### src/rtl/mux1hot_arb_pkg.sv
// mux1hot_arb_pkg: shared state type and round-robin helpers for mux1hot_rr_arbiter
//   rr_pick(req, ptr, n) : one-hot winner, scanning req from ptr upward with wrap at n
//   onehot2bin(oh)       : binary index of a one-hot vector (0 when oh is zero)
package mux1hot_arb_pkg;

    typedef enum logic [1:0] {ARB_IDLE, ARB_BUSY, ARB_PKT} arb_state_e;

    localparam int MAX_INPUTS = 32;

    function automatic logic [MAX_INPUTS-1:0] rr_pick(
        input logic [MAX_INPUTS-1:0] req,
        input int                    ptr,
        input int                    n
    );
        logic [MAX_INPUTS-1:0] g;
        int idx;
        g = '0;
        for (int k = 0; k < MAX_INPUTS; k++) begin
            idx = ptr + k;
            if (idx >= n) idx = idx - n;
            if (k < n && g == '0 && req[idx[4:0]]) g[idx[4:0]] = 1'b1;
        end
        return g;
    endfunction

    function automatic logic [4:0] onehot2bin(input logic [MAX_INPUTS-1:0] oh);
        logic [4:0] b;
        b = '0;
        for (int k = 0; k < MAX_INPUTS; k++)
            if (oh[k]) b = b | 5'(k);
        return b;
    endfunction

endpackage

### src/rtl/Mux1hot.sv
// Mux1hot: one-hot select of one WIDTH-bit lane out of INPUTS lanes
//   sel_i  : one-hot (or zero) lane select
//   data_i : lane i at data_i[i*WIDTH +: WIDTH]
//   data_o : selected lane, zero when sel_i is zero
module Mux1hot #(
    parameter int INPUTS = 2,
    parameter int WIDTH  = 1
) (
    input  logic [INPUTS-1:0]       sel_i,
    input  logic [WIDTH*INPUTS-1:0] data_i,
    output logic [WIDTH-1:0]        data_o
);

    always_comb begin
        data_o = '0;
        for (int i = 0; i < INPUTS; i++)
            data_o = data_o | (data_i[i*WIDTH +: WIDTH] & {WIDTH{sel_i[i]}});
    end

endmodule

### src/rtl/mux1hot_rr_arbiter.sv
// mux1hot_rr_arbiter: round-robin valid/ready arbiter with registered one-hot grant
//   clk, rst_n          : clock, synchronous active-low reset
//   in_valid/in_last    : per-requester valid and end-of-packet
//   in_data             : requester i at in_data[i*WIDTH +: WIDTH]
//   in_ready            : per-requester ready (one-hot or zero)
//   out_valid/out_data  : shared output channel, out_ready from downstream
//   gnt/gnt_id          : registered one-hot grant and its binary index
//   Optional macro ARB_PKT_LOCK_EN: hold grant until a transfer with in_last set.
module mux1hot_rr_arbiter
    import mux1hot_arb_pkg::*;
#(
    parameter int INPUTS = 2,
    parameter int WIDTH  = 1
) (
    input  logic                      clk,
    input  logic                      rst_n,
    input  logic [INPUTS-1:0]         in_valid,
    input  logic [INPUTS-1:0]         in_last,
    input  logic [WIDTH*INPUTS-1:0]   in_data,
    output logic [INPUTS-1:0]         in_ready,
    output logic                      out_valid,
    output logic [WIDTH-1:0]          out_data,
    input  logic                      out_ready,
    output logic [INPUTS-1:0]         gnt,
    output logic [$clog2(INPUTS)-1:0] gnt_id
);

    localparam int IW = $clog2(INPUTS);

    arb_state_e            state_q, state_d;
    logic [INPUTS-1:0]     gnt_q, gnt_d;
    logic [IW-1:0]         gnt_id_q, gnt_id_d, ptr_q, ptr_d, ptr_nxt;
    logic [MAX_INPUTS-1:0] pick_cur, pick_nxt;
    logic                  xfer, ends, locked;

    // Pointer after the current grant ends: one past the granted requester.
    assign ptr_nxt  = (gnt_id_q == IW'(INPUTS - 1)) ? '0 : gnt_id_q + 1'b1;
    assign pick_cur = rr_pick(MAX_INPUTS'(in_valid), int'(ptr_q), INPUTS);
    assign pick_nxt = rr_pick(MAX_INPUTS'(in_valid), int'(ptr_nxt), INPUTS);

    assign gnt       = gnt_q;
    assign gnt_id    = gnt_id_q;
    assign in_ready  = gnt_q & {INPUTS{out_ready}};
    assign out_valid = |(in_valid & gnt_q);
    assign xfer      = out_valid & out_ready;

`ifdef ARB_PKT_LOCK_EN
    assign ends   = xfer & in_last[gnt_id_q];
    assign locked = state_q == ARB_PKT;
`else
    logic unused_last;
    assign unused_last = ^in_last;
    assign ends        = xfer;
    assign locked      = 1'b0;
`endif

    Mux1hot #(.INPUTS(INPUTS), .WIDTH(WIDTH)) u_mux (
        .sel_i  (gnt_q),
        .data_i (in_data),
        .data_o (out_data)
    );

    always_comb begin
        state_d  = state_q;
        gnt_d    = gnt_q;
        gnt_id_d = gnt_id_q;
        ptr_d    = ptr_q;
        if (state_q == ARB_IDLE) begin
            if (|in_valid) begin
                state_d  = ARB_BUSY;
                gnt_d    = pick_cur[INPUTS-1:0];
                gnt_id_d = IW'(onehot2bin(pick_cur));
            end
        end else if (ends) begin
            // Re-arbitrate in the transfer cycle so back-to-back grants have no bubble.
            ptr_d    = ptr_nxt;
            state_d  = |in_valid ? ARB_BUSY : ARB_IDLE;
            gnt_d    = pick_nxt[INPUTS-1:0];
            gnt_id_d = IW'(onehot2bin(pick_nxt));
`ifdef ARB_PKT_LOCK_EN
        end else if (xfer) begin
            state_d = ARB_PKT;
`endif
        end else if (!in_valid[gnt_id_q] && !locked) begin
            state_d  = ARB_IDLE;
            gnt_d    = '0;
            gnt_id_d = '0;
        end
    end

    always_ff @(posedge clk) begin
        if (!rst_n) begin
            state_q  <= ARB_IDLE;
            gnt_q    <= '0;
            gnt_id_q <= '0;
            ptr_q    <= '0;
        end else begin
            state_q  <= state_d;
            gnt_q    <= gnt_d;
            gnt_id_q <= gnt_id_d;
            ptr_q    <= ptr_d;
        end
    end

endmodule

### config.mk
export PLATFORM = sky130hd
export DESIGN_NAME = mux1hot_rr_arbiter
export DESIGN_NICKNAME = d
export VERILOG_FILES = /design/src/rtl/mux1hot_arb_pkg.sv /design/src/rtl/Mux1hot.sv /design/src/rtl/mux1hot_rr_arbiter.sv
export SDC_FILE = /design/constraint.sdc
export NUM_CORES = 1
export LEC_CHECK = 0
export ABC_CLOCK_PERIOD_IN_PS = 1590
export CAP_MARGIN = 20
export CORE_AREA = 2 2 39 41
export DETAILED_ROUTE_END_ITERATION = 8
export DIE_AREA = 0 0 41 43
export PLACE_DENSITY = 0.66
export SLEW_MARGIN = 30
export SYNTH_ARGS = -nofsm -noshare
export SYNTH_HDL_FRONTEND = slang
export SYNTH_HIERARCHICAL = 1
export SYNTH_SLANG_ARGS = --single-unit
### constraint.sdc
create_clock -name clk -period 1.59 [get_ports clk]
set_input_delay 0.2385 -clock clk [delete_from_list [all_inputs] [get_ports clk]]
set_output_delay 0.2385 -clock clk [all_outputs]
set_load 0.02 [all_outputs]
Word level (Yosys, flattened, before mapping)
Cells that the tools add are included.
{ "word_totals": {"mem_count": 0, "mem_bits_rw": 0, "output_inout_bits": 7, "inputBits": 9, "ff_bits": 6, "romBits": 0, "wordCells": 288, "latch_bits": 0} }
{ "classes": {"n_shift": 0, "addsub": 7, "order_cmp": 13, "reduce_logical": 14, "n_mul": 0, "eq_ne": 2, "muxes": 239, "bitwise_logic": 9, "div_mod_pow": 0} }
{ "op_table": {"columns": ["cell", "n"], "rows": [
  ["5-bit two-way mux", 152],
  ["32-bit two-way mux", 4],
  ["32-bit zero test", 2],
  ["4-bit two-way mux", 16],
  ["32-bit bitwise OR", 2],
  ["1-bit two-way mux", 34],
  ["2-bit two-way mux", 17],
  ["5-bit by 6-bit less-than comparator with 1-bit output, second input constant", 4],
  ["3-bit two-way mux", 8],
  ["1-bit binary-select mux with 5-bit select", 4],
  ["1-bit demux with 5-bit select", 4],
  ["5-bit by 1-bit greater-or-equal comparator with 1-bit output, second input constant", 4],
  ["1-bit logical AND", 6],
  ["1-bit by 2-bit subtractor with 3-bit output, second input constant", 2],
  ["2-bit by 2-bit subtractor with 3-bit output, second input constant", 2],
  ["1-bit by 1-bit adder with 2-bit output, second input constant", 2],
  ["2-bit AND", 2],
  ["1-bit by 2-bit greater-or-equal comparator with 1-bit output, second input constant", 2],
  ["2-bit greater-or-equal comparator, second input constant", 2],
  ["2-bit AND reduction", 2],
  ["2-bit OR reduction", 2],
  ["1-bit AND", 3],
  ["3-bit != test, second input constant", 1],
  ["2-bit zero test", 1],
  ["6 further kinds", 6]
]} }

Longest topological paths before layout
Gate-level depths: netlist of the first run.
{ "depth": {"depth_word": 107, "mapped_depth": 4, "mapped_depth_nobuf": 3} }

Hierarchy
Netlist of the first run, hierarchy kept.
{ "modules_own_cells": {"columns": ["module", "cells_per_inst", "instances", "area_each_um2", "seq_area_each_um2"], "rows": [
  ["mux1hot_rr_arbiter", 38, 1, 335.3, 80.1],
  ["Mux1hot", 1, 1, 8.8, 0.0]
]} }

Worst setup path before layout of the first run
OpenSTA, ideal clock, no wires.
{ "synth_timing": {"path_type": "register to register", "startpoint": "register gnt_id_q (netlist: gnt_id)", "endpoint": "register gnt_q[0] (netlist: gnt[0])", "stages_incl_launch_ff": 5, "t_arrival_ps": 1098, "path_slack_ps": 374, "synth_period_minus_slack_ps": 1216, "cell_sequence": "dfxtp_1 > buf_6 > mux2i_1 > o32ai_1 > a32o_1"} }
{ "synth_via": {"elab_chain_len": 15, "elab_cells_between_ends": 35, "cone_classes": "add/sub (4); order compare (6); eq/ne (1); mux (18); bitwise (1); reduce/logical (5)"} }
{ "synth_lines": {"columns": ["item", "line_no", "text"], "rows": [
  ["from (decl)", "mux1hot_rr_arbiter.sv:32", "logic [IW-1:0] gnt_id_q, gnt_id_d, ptr_q, ptr_d, ptr_nxt;"],
  ["from (signal assigned)", "mux1hot_rr_arbiter.sv:100", "gnt_id_q <= gnt_id_d;"],
  ["1-bit adder", "mux1hot_rr_arbiter.sv:37", "assign ptr_nxt = (gnt_id_q == IW'(INPUTS - 1)) ? '0 : gnt_id_q + 1'b1;"],
  ["1-bit two-way mux", "mux1hot_rr_arbiter.sv:37", null],
  ["1-bit by 2-bit subtractor with 3-bit output or 1-bit by 2-bit greater-or-equal comparator with 1-bit output (tied branches)", "mux1hot_arb_pkg.sv:20", "if (idx >= n) idx = idx - n;"],
  ["5-bit two-way mux", "mux1hot_arb_pkg.sv:20", null],
  ["5-bit by 6-bit less-than comparator with 1-bit output (implied by the code) or 5-bit by 1-bit greater-or-equal comparator with 1-bit output (tied branches)", "mux1hot_arb_pkg.sv:21", "if (k < n && g == '0 && req[idx[4:0]]) g[idx[4:0]] = 1'b1;"],
  ["1-bit logical AND (implied by the code)", "mux1hot_arb_pkg.sv:21", null],
  ["1-bit two-way mux (implied by the code)", "mux1hot_arb_pkg.sv:21", null],
  ["1-bit demux with 5-bit select", "mux1hot_arb_pkg.sv:21", null],
  ["32-bit two-way mux", "mux1hot_arb_pkg.sv:21", null],
  ["32-bit zero test", "mux1hot_arb_pkg.sv:21", null],
  ["1-bit logical AND", "mux1hot_arb_pkg.sv:21", null],
  ["32-bit two-way mux", "mux1hot_arb_pkg.sv:21", null],
  ["2-bit two-way mux", "mux1hot_rr_arbiter.sv:74", "end else if (ends) begin"],
  ["2-bit two-way mux (2 in a row)", "mux1hot_rr_arbiter.sv:68", "if (state_q == ARB_IDLE) begin"],
  ["to (signal assigned)", "mux1hot_rr_arbiter.sv:99", "gnt_q <= gnt_d;"],
  ["to (decl)", "mux1hot_rr_arbiter.sv:31", "logic [INPUTS-1:0] gnt_q, gnt_d;"]
]} }
Parallel ways exist; a longest one is shown, timed or not. The select of a mux whose other input is x is not followed.
A chain may end at the register's enable or synchronous reset.

Final worst setup path of the first run
{ "layout_timing": {"startpoint": "register gnt_id_q (netlist: gnt_id)", "endpoint": "output port gnt_id"} }
{ "layout_lines": {"columns": ["item", "line_no", "text"], "rows": [
  ["to (decl)", "mux1hot_rr_arbiter.sv:25", "output logic [$clog2(INPUTS)-1:0] gnt_id"]
]} }
No word-level cell between the ends.

==> metrics.csv, run 1 <==
stage,metric,value,unit
clocking,clk buf depth,2,
route,drt initial violations,1,
synthesis,cell count after synthesis,39,
route,wire per inst,10.6,um
grt,gr usage total,11.9,%
place,placed instance area,494,um2
timing,setup slack after layout,0.0995,ns
pwr,Pint,252,uW
clocking,Max H-tree Level,1,
critical_path,CP top delay family,buffers and inverters,
synthesis,Synth area leaders,"dfxtp_1, buf_4, buf_6",
timing,RSZ-0062 raised after global routing,no,
critical_path,Crit Path Class,flip-flop to primary output,
grt,met1 Use GR,12.9,%
synthesis,yosys warns,6,
finish,Nets,67,
grt,first-pass GRT wire length,1.33,mm
critical_path,"Req. time, crit path",1.35,ns
critical_path,Critical Path AT,1.25,ns
die,Initial Utilization,24.9,%
die,total I/O pin count,16,
grt,initial antenna violation count,0,
outcome,status,completed,
timing,final hold viol count,0,
timing,Worst-Margin Slew,0.277,ns
critical_path,ordered cell list for the critical path,clkdlybuf4s50_1,
critical_path,CP max stage cell,clkdlybuf4s50_1,
pwr,Power Dens Cells,685,nW/um2
grt,GR Layer Usage met2,16.3,%
clocking,"CTS clk-pin slew, worst paths",0.04,ns
synthesis,async set-reset flop share out of synthesis,0,%
pwr,Clock Power Share,36.3,%
grt,vias in the first global route,335,
flow_run,Max Cap Viol,0,
timing,endpoints failing setup,0,
route,first-pass iteration count of the detailed router,4,
min_path,HP Start,state_q[0],
synthesis,Post-synth EDFFs,0,
die,die area,1760,um2
pwr,NetSw,100,uW
critical_path,critical-path maximum fanout,7,
critical_path,Worst Setup SP,gnt_id,
route,drt drc,0,
timing,period utilization,93.7,%
finish,share of cells above drive strength 1,26.8,%
pwr,sequential share of power,34.0,%
grt,total grt overflow,0,
die,# rows,14,
place,detailed placement HPWL,598,um
timing,minimum clock period,1.49,ns
die,Core Area,1380,um2
synthesis,synth unique cells,24,
grt,grt met3 use,6.28,%
timing,fmax,671,MHz
place,count of buffers from port buffering,13,
critical_path,crit-path max cell delay,0.62,ns
synthesis,sequential share of the synthesized area,23.3,%
place,pre-CTS setup slack,-0.137,ns
route,Antenna Violating Nets Remaining,0,
synthesis,"area leader, netlist",dfxtp_1,
grt,gr busiest metal,met2,
min_path,min-delay worst type,flip-flop to flip-flop,
pwr,peak supply drop,319,uV
route,vias after detailed routing,337,
critical_path,Startpoint Class,flip-flop,
pwr,combinational fraction of design power,29.7,%
timing,"Slew Viols, Final",0,
critical_path,Buf/Inv on CP,1,
grt,largest net degree at the start of global routing,11,
route,Total Wirelength,760,um
synthesis,Mapped Avg Cell Area,8.82,um2
route,Avg Vias per Cell,4.68,
finish,final instance area,514,um2
finish,Ant. Diodes,0,
synthesis,Mapped Area,344,um2
place,Placed Instances,69,
finish,Syn-to-layout area delta,49.5,%
pwr,Sw Ratio,28.4,%
synthesis,dominant synthesized flop cell,dfxtp_1,
synthesis,post-synthesis register bit count,4,
clocking,CTS Sinks,4,
critical_path,reg-to-reg startpoint,gnt_id,
finish,post-route insts no fill,72,
timing,clk_skew,0.00323,ns
clocking,CTS root buffer,clkbuf_4,
synthesis,Synth top area share,23.3,%
clocking,latest clock arrival within the worst-skew pair,0.24,ns
clocking,Num CTS Buffers,3,
pwr,leakage power,0.000221,uW
die,die span in y,43,um
clocking,CTS tree,done,
place,routability cong.,0.812,
timing,Slew headroom,81.5,%
synthesis,Syn Nets,48,
critical_path,Critical Path End Type,primary output,
die,DIE WIDTH,41,um
[state kept, by name, indices dropped and copies added, names as in the netlist]
signal	cells
gnt	1
ptr_q	1
gnt_id	1
state_q	1
[stage by stage]
| stage | util (%) | setup TNS [ns] | hold WS [ns] | power [uW] |
|---|---|---|---|---|
| finish | 37.2 | 0 | 0.560 | 352 |
| CTS | 37.2 | 0 | 0.560 | 359 |
| global route | 37.2 | 0 | 0.598 | 377 |
| global placement | 35.7 | -0.419 | 0.561 | 229 |
| floorplan | - | 0 | 0.377 | 184 |
| detailed placement | 35.7 | -0.439 | 0.550 | 230 |
[final cells by class]
| class | instances | area (um2) |
|---|---|---|
| Tap cell | 16 | 20.0 |
| Inverter | 1 | 3.75 |
| Fill cell | 149 | 870 |
| Sequential cell | 4 | 82.6 |
| Clock buffer | 3 | 22.5 |
| Timing Repair Buffer | 19 | 170 |
| Multi-Input combinational cell | 29 | 215 |
[cells by family (layout without fill, tap and decap cells)]
logic type	Yosys count	count (layout)	synth area share (%)
compound gates	15	15	34.2
simple gates	13	13	25.5
buf+inv	6	23	14.2
flops	4	4	23.3
mux	1	1	2.91
[placed cells by master (no fill, tap or decap)]
cell / count
a311oi_2: 1
a31oi_1: 1
clkbuf_4: 3
nand2_1: 1
and2b_2: 1
o21ai_0: 3
buf_4: 6
dlygate4sd2_1: 4
and3b_1: 2
and2_1: 3
a22o_4: 1
nand2b_1: 2
clkdlybuf4s50_1: 9
a32o_1: 1
dfxtp_1: 2
a22o_1: 1
mux2i_1: 1
and2_2: 1
dfxtp_2: 2
o32ai_1: 1
nor2_1: 1
a21oi_1: 3
inv_1: 1
o211ai_1: 2
or2b_1: 1
o22ai_1: 1
nand3b_1: 1
[final timing paths]
check | endpoint | slack [ns] | depth (start not counted)
hold reg to reg | state_q[0] | 0.56 | 1
hold / removal | state_q[0] | 0.56 | 1
setup reg to reg | gnt[0] | 0.45 | 4
setup / recovery | gnt_id | 0.1 | 1
[synthesized netlist by cell type, drive strengths merged (2+ instances only)]
cell type,count
o21ai,3
nand2b,2
o211ai,2
a21oi,3
buf,5
and3b,2
a22o,2
dfxtp,4
and2,4
[layer usage]
metal | wire length, um | share of wire [%]
met5 | 0 | 0
met2 | 373 | 49
met1 | 318 | 42
met4 | 25 | 3.3
met3 | 41 | 5.4
[what timing repair did]
item / in CTS / in global routing
endpoints found under the setup margin: 6 / 0
resized for setup: 6 / 0
hold buffers: 0 / 0
buffers inserted: 0 / 0
[power by group through the flow]
stage	sequential, uW	combinational [uW]	clock [uW]
floorplan	118	66.5	0
finish	120	104	128
global placement	121	108	0
global route	121	114	143
CTS	120	106	133
detailed placement	121	110	0
Note: power is estimated with default switching activity, not from simulation.
==> run 2: changes to the inputs <==
Settings changed: ABC_CLOCK_PERIOD_IN_PS 1590 to 1500, SLEW_MARGIN 30 to not set.
Clock period 1.59 ns to 1.5 ns, I/O delays scaled along.
==> run 2 against run 1 <==
- design area decreased by 0.73%
- largest cell class unchanged
- first-iteration DRC count increased to 3.0 times the previous value
- clock-buffer cell count unchanged
- via count increased by 0.59%
- combinational power about the same
==> metrics.csv, run 2 (same netlist as run 1, synthesis figures left out) <==
stage,metric,value,unit,change
outcome,status,completed,,
clocking,clk buf depth,2,,unchanged
critical_path,Startpoint Class,primary input,,
pwr,combinational fraction of design power,29.0,%,-0.7 points
clocking,"Setup Fix Bufs, Post-CTS",0,,unchanged
timing,Slew headroom,80.0,%,-1.6 points
grt,vias in the first global route,328,,-2.1%
critical_path,critical-path maximum fanout,2,,-5
die,Core Area,1380,um2,unchanged
timing,clk_skew,0.00251,ns,-0.000721 ns
grt,total grt overflow,0,,unchanged
finish,Syn-to-layout area delta,48.4,%,
clocking,Num CTS Buffers,3,,unchanged
pwr,Pwr Total,367,uW,+4.1%
pwr,leakage power,0.000233,uW,+5.3%
place,detailed placement HPWL,580,um,-3.0%
timing,RSZ-0062 raised after global routing,no,,
route,drt drc,0,,unchanged
die,# rows,14,,unchanged
flow_run,Max Cap Viol,0,,unchanged
die,die span in y,43,um,unchanged
critical_path,Critical Path End Type,primary output,,
timing,final hold viol count,0,,unchanged
clocking,Max H-tree Level,1,,unchanged
route,first-pass iteration count of the detailed router,3,,-1
timing,"Slew Viols, Final",0,,unchanged
place,pre-CTS setup slack,-0.202,ns,-0.0644 ns
finish,Nets,67,,unchanged
finish,Ant. Diodes,0,,unchanged
finish,# fillers,144,,-3.4%
finish,final instance area,510,um2,-0.73%
route,Antenna Violating Nets Remaining,0,,unchanged
finish,"commonest non-fill, non-tap cell in the layout",dlygate4sd2_1,,
grt,first-pass GRT wire length,1.30,mm,-2.0%
timing,period utilization,97.9,%,
min_path,min-delay worst type,flip-flop to flip-flop,,
timing,minimum clock period,1.47,ns,
die,total I/O pin count,16,,unchanged
grt,gr usage total,11.1,%,-0.81 points
clocking,CTS tree,done,,
clocking,# hold bufs at CTS,0,,unchanged
timing,setup slack after layout,0.0312,ns,-0.0683 ns
place,placed instance area,494,um2,unchanged
critical_path,Critical Path AT,1.24,ns,about the same
clocking,CTS Sinks,4,,unchanged
grt,largest net degree at the start of global routing,11,,unchanged
timing,Worst-Margin Slew,0.300,ns,+0.0233 ns
place,routability cong.,0.747,,-8.0%
clocking,"CTS clk-pin slew, worst paths",0.03,ns,about the same
timing,endpoints failing setup,0,,unchanged
critical_path,Crit Path Class,primary input to primary output,,
finish,most frequent cells in the layout,"dlygate4sd2_1, clkdlybuf4s50_1, buf_4",,
finish,Register Area,82.6,um2,unchanged
route,wire per inst,10.7,um,+0.92%
clocking,latest clock arrival within the worst-skew pair,0.24,ns,about the same
die,die area,1760,um2,unchanged
pwr,Clock Power Share,36.2,%,about the same
critical_path,"Req. time, crit path",1.27,ns,-0.08 ns
route,drt initial violations,3,,+2
timing,fmax,681,MHz,
clocking,CTS root buffer,clkbuf_4,,
pwr,Sw Ratio,28.2,%,-0.25 points
timing,worst hold margin,0.570,ns,+0.00939 ns
finish,share of cells above drive strength 1,26.8,%,unchanged
pwr,Pint,263,uW,+4.5%
pwr,peak supply drop,288,uV,-9.5%
die,Initial Utilization,24.9,%,unchanged
grt,initial antenna violation count,0,,unchanged
finish,multi-input logic area,215,um2,unchanged
pwr,Power Dens Cells,719,nW/um2,+4.9%
die,DIE WIDTH,41,um,unchanged
pwr,sequential share of power,34.8,%,+0.8 points
pwr,NetSw,103,uW,+3.2%
route,Total Wirelength,767,um,+0.92%
route,vias after detailed routing,339,,+0.59%
route,Avg Vias per Cell,4.71,,+0.59%
place,count of buffers from port buffering,13,,unchanged
run 2: changes by cell type in the layout (fill, tap and decap cells not counted), sizes merged:
cell	change
dlygate4sd2	+3
clkdlybuf4s50	-3
run 2: final timing paths:
check / startpoint / to / slack, ns / cells past startpoint
max: in_valid[0] / out_valid / 0.03 / 3
max reg2reg: gnt_id / gnt[0] / 0.35 / 4
min reg2reg: ptr_q / ptr_q / 0.57 / 2
min: ptr_q / ptr_q / 0.57 / 2
run 2: through the flow:
step	TNS, ns	utilization (%)	instances
2_1_floorplan	0	-	39
3_3_place_gp	-0.674	35.7	69
3_5_place_dp	-0.686	35.7	69
4_1_cts	0	36.9	72
5_1_grt	0	36.9	72
6_report	0	36.9	72
run 2: critical path, stage by stage:
cell and delay [ns]:
clkdlybuf4s50_1 0.44, a22o_4 0.27, dlygate4sd2_1 0.31
run 2: area by class of cell:
class / count / area share [%]
Clock buffer: 3 / 4.41
Inverter: 1 / 0.735
Multi-Input combinational cell: 29 / 42.2
Sequential cell: 4 / 16.2
Tap cell: 16 / 3.92
Timing Repair Buffer: 19 / 32.6
run 2: timing repair:
action / CTS / global route
endpoints found under the hold margin: 0 / 0
setup endpoints to repair: 7 / 0
gates resized for setup: 9 / 0
run 2: layer usage:
metal / vias up / wire length (um) / track usage (%)
met1: 154 / 326 / 14.1
li1: 178 / - / -
met2: 7 / 404 / 15.3
met5: - / 0 / 0
met4: 0 / 0 / 6.00
met3: 0 / 36 / 4.71
run 2: power groups by stage:
stage               Sequential, uW  Clock [uW]  Combinational [uW]
finish                         128         133                 106
detailed placement             129           0                 116
CTS                            128         138                 108
global placement               129           0                 114
floorplan                      125           0                70.5
global route                   130         146                 116
==> run 3: changes to the inputs <==
Settings changed: ABC_CLOCK_PERIOD_IN_PS 1500 to 1800.
Clock period 1.5 ns to 1.8 ns, I/O delays scaled along.
==> run 3 against run 2 <==
- design area up 0.49%
- utilization is 0.18 points higher
- worst hold slack better by 0.0034 ns
- clock-buffer cell count unchanged
- die area is the same
- critical path depth did not move
- register-to-register slack better by 0.26 ns
- worst setup slack got worse by 0.0036 ns
==> metrics.csv, run 3 (same netlist as run 1, synthesis figures left out) <==
stage,metric,value,unit,change
place,Placed Instances,68,,-1.4%
timing,Worst-Margin Slew,0.298,ns,-0.00254 ns
grt,first-pass GRT wire length,1.17,mm,-10%
pwr,combinational fraction of design power,30.1,%,+1.1 points
place,pre-CTS setup slack,0.00483,ns,+0.207 ns
critical_path,Startpoint Class,primary input,,
grt,vias in the first global route,318,,-3.0%
critical_path,CP max stage cell,clkdlybuf4s50_1,,
clocking,"CTS clk-pin slew, worst paths",0.04,ns,about the same
grt,total grt overflow,0,,unchanged
timing,endpoints failing setup,0,,unchanged
die,die area,1760,um2,unchanged
clocking,# hold bufs at CTS,0,,unchanged
pwr,leakage power,0.000216,uW,-7.3%
min_path,hold depth,1,,-1
place,routability cong.,0.729,,-2.4%
finish,post-route insts no fill,71,,-1.4%
clocking,clk buf depth,2,,unchanged
grt,gr usage total,9.53,%,-1.6 points
critical_path,ordered cell list for the critical path,"clkdlybuf4s50_1, a22o_4, clkdlybuf4s50_1",,
route,first-pass iteration count of the detailed router,4,,+1
critical_path,Buf/Inv on CP,2,,unchanged
pwr,Clock Power Share,35.4,%,-0.8 points
grt,initial antenna violation count,0,,unchanged
finish,most frequent cells in the layout,"clkdlybuf4s50_1, buf_4",,
critical_path,critical-path maximum fanout,2,,unchanged
outcome,status,completed,,
finish,Register Area,81.3,um2,-1.5%
critical_path,Critical Path AT,1.50,ns,+0.26 ns
timing,final hold viol count,0,,unchanged
die,die span in y,43,um,unchanged
finish,Nets,66,,-1.5%
finish,# fillers,145,,+0.69%
die,total I/O pin count,16,,unchanged
die,DIE WIDTH,41,um,unchanged
pwr,Power Dens Cells,604,nW/um2,-16%
timing,setup slack after layout,0.0276,ns,-0.00361 ns
finish,multi-input logic area,215,um2,unchanged
pwr,Pint,224,uW,-15%
critical_path,critical path's most frequent cell,clkdlybuf4s50_1,,
route,Avg Vias per Cell,4.73,,+0.51%
clocking,"Setup Fix Bufs, Post-CTS",0,,unchanged
timing,RSZ-0062 raised after global routing,no,,
die,Initial Utilization,24.9,%,unchanged
die,Core Area,1380,um2,unchanged
finish,Ant. Diodes,0,,unchanged
clocking,CTS tree,done,,
timing,minimum clock period,1.77,ns,
clocking,Num CTS Buffers,3,,unchanged
finish,share of cells above drive strength 1,23.6,%,-3.1 points
route,vias after detailed routing,336,,-0.88%
timing,period utilization,98.5,%,
pwr,Sw Ratio,27.6,%,-0.55 points
route,wire per inst,10.8,um,+1.4%
min_path,min-delay worst type,flip-flop to flip-flop,,
timing,"Slew Viols, Final",0,,unchanged
clocking,CTS root buffer,clkbuf_4,,
pwr,peak supply drop,180,uV,-38%
timing,Setup TNS Final,0,ns,unchanged
grt,largest net degree at the start of global routing,11,,unchanged
critical_path,"Req. time, crit path",1.53,ns,+0.26 ns
die,# rows,14,,unchanged
critical_path,Critical Path End Type,primary output,,
critical_path,crit-path max cell delay,0.53,ns,+0.09 ns
route,Antenna Violating Nets Remaining,0,,unchanged
pwr,NetSw,85.5,uW,-17%
timing,worst hold margin,0.573,ns,+0.00339 ns
route,drt drc,0,,unchanged
route,drt initial violations,2,,-1
clocking,CTS Sinks,4,,unchanged
flow_run,Max Cap Viol,0,,unchanged
clocking,Max H-tree Level,1,,unchanged
pwr,sequential share of power,34.4,%,-0.4 points
finish,"commonest non-fill, non-tap cell in the layout",clkdlybuf4s50_1,,
timing,clk_skew,0.00154,ns,-0.000976 ns
finish,Syn-to-layout area delta,49.1,%,
clocking,latest clock arrival within the worst-skew pair,0.23,ns,about the same
timing,fmax,564,MHz,
critical_path,Crit Path Class,primary input to primary output,,
critical_path,CP top delay family,buffers and inverters,,
finish,final core utilization,37.1,%,+0.18 points
place,count of buffers from port buffering,13,,unchanged
critical_path,critical path depth,3,,unchanged
timing,Slew headroom,80.1,%,+0.17 points
critical_path,Worst Reg-to-Reg Cells,4,,unchanged
route,Total Wirelength,767,um,unchanged
==> run 3: cell types whose count changed in the layout (fill, tap and decap cells not counted) <==
cell / change
dlygate4sd2_1: -7
dlymetal6s2s_1: +1
buf_4: -1
clkdlybuf4s50_1: +6
dfxtp_1: +1
dfxtp_2: -1
==> run 3: power by group through the flow <==
stage               Clock, uW  Combinational [uW]  Sequential, uW
floorplan                   0                58.8             104
global placement            0                92.8             108
detailed placement          0                93.6             108
CTS                       115                94.1             106
global route              123                99.4             108
finish                    110                93.3             107
==> run 3: cell type report <==
cell class	instances	area share [%]
Tap cell	16	3.90
Inverter	1	0.732
Sequential cell	4	15.9
Timing Repair Buffer	18	33.2
Clock buffer	3	4.39
Multi-Input combinational cell	29	42.0
==> run 3: repair_timing <==
| action | CTS | global route |
|---|---|---|
| endpoints found under the setup margin | 3 | 1 |
| cloned | 0 | 0 |
| resized for setup | 1 | 1 |
==> run 3: worst register-to-register path, cell delays in order, from the launching register on <==
cell	delay, ns
dfxtp_2	0.42
buf_4	0.17
mux2i_1	0.17
o32ai_1	0.10
a32o_1	0.22
==> run 3: metal layers <==
layer / GRT usage (%) / up-vias / wire length [um]
li1: - / 175 / -
met1: 12.2 / 157 / 370
met2: 13.1 / 4 / 376
met3: 3.14 / 0 / 20
met4: 6.00 / 0 / 0
met5: 0 / - / 0
==> run 3: worst paths after layout <==
kind                             startpoint         end  slack [ns]
worst max-delay path            in_valid[0]   out_valid        0.03
worst min-delay path             state_q[0]  state_q[0]        0.57
worst max register to register       gnt_id      gnt[0]        0.61
worst min register to register   state_q[0]  state_q[0]        0.57
==> run 3: through the flow <==
step	cell area [um2]	power (uW)
after floorplan	344	163
after global placement	487	201
after detailed placement	487	201
after CTS	510	316
after global routing	513	330
final	513	310
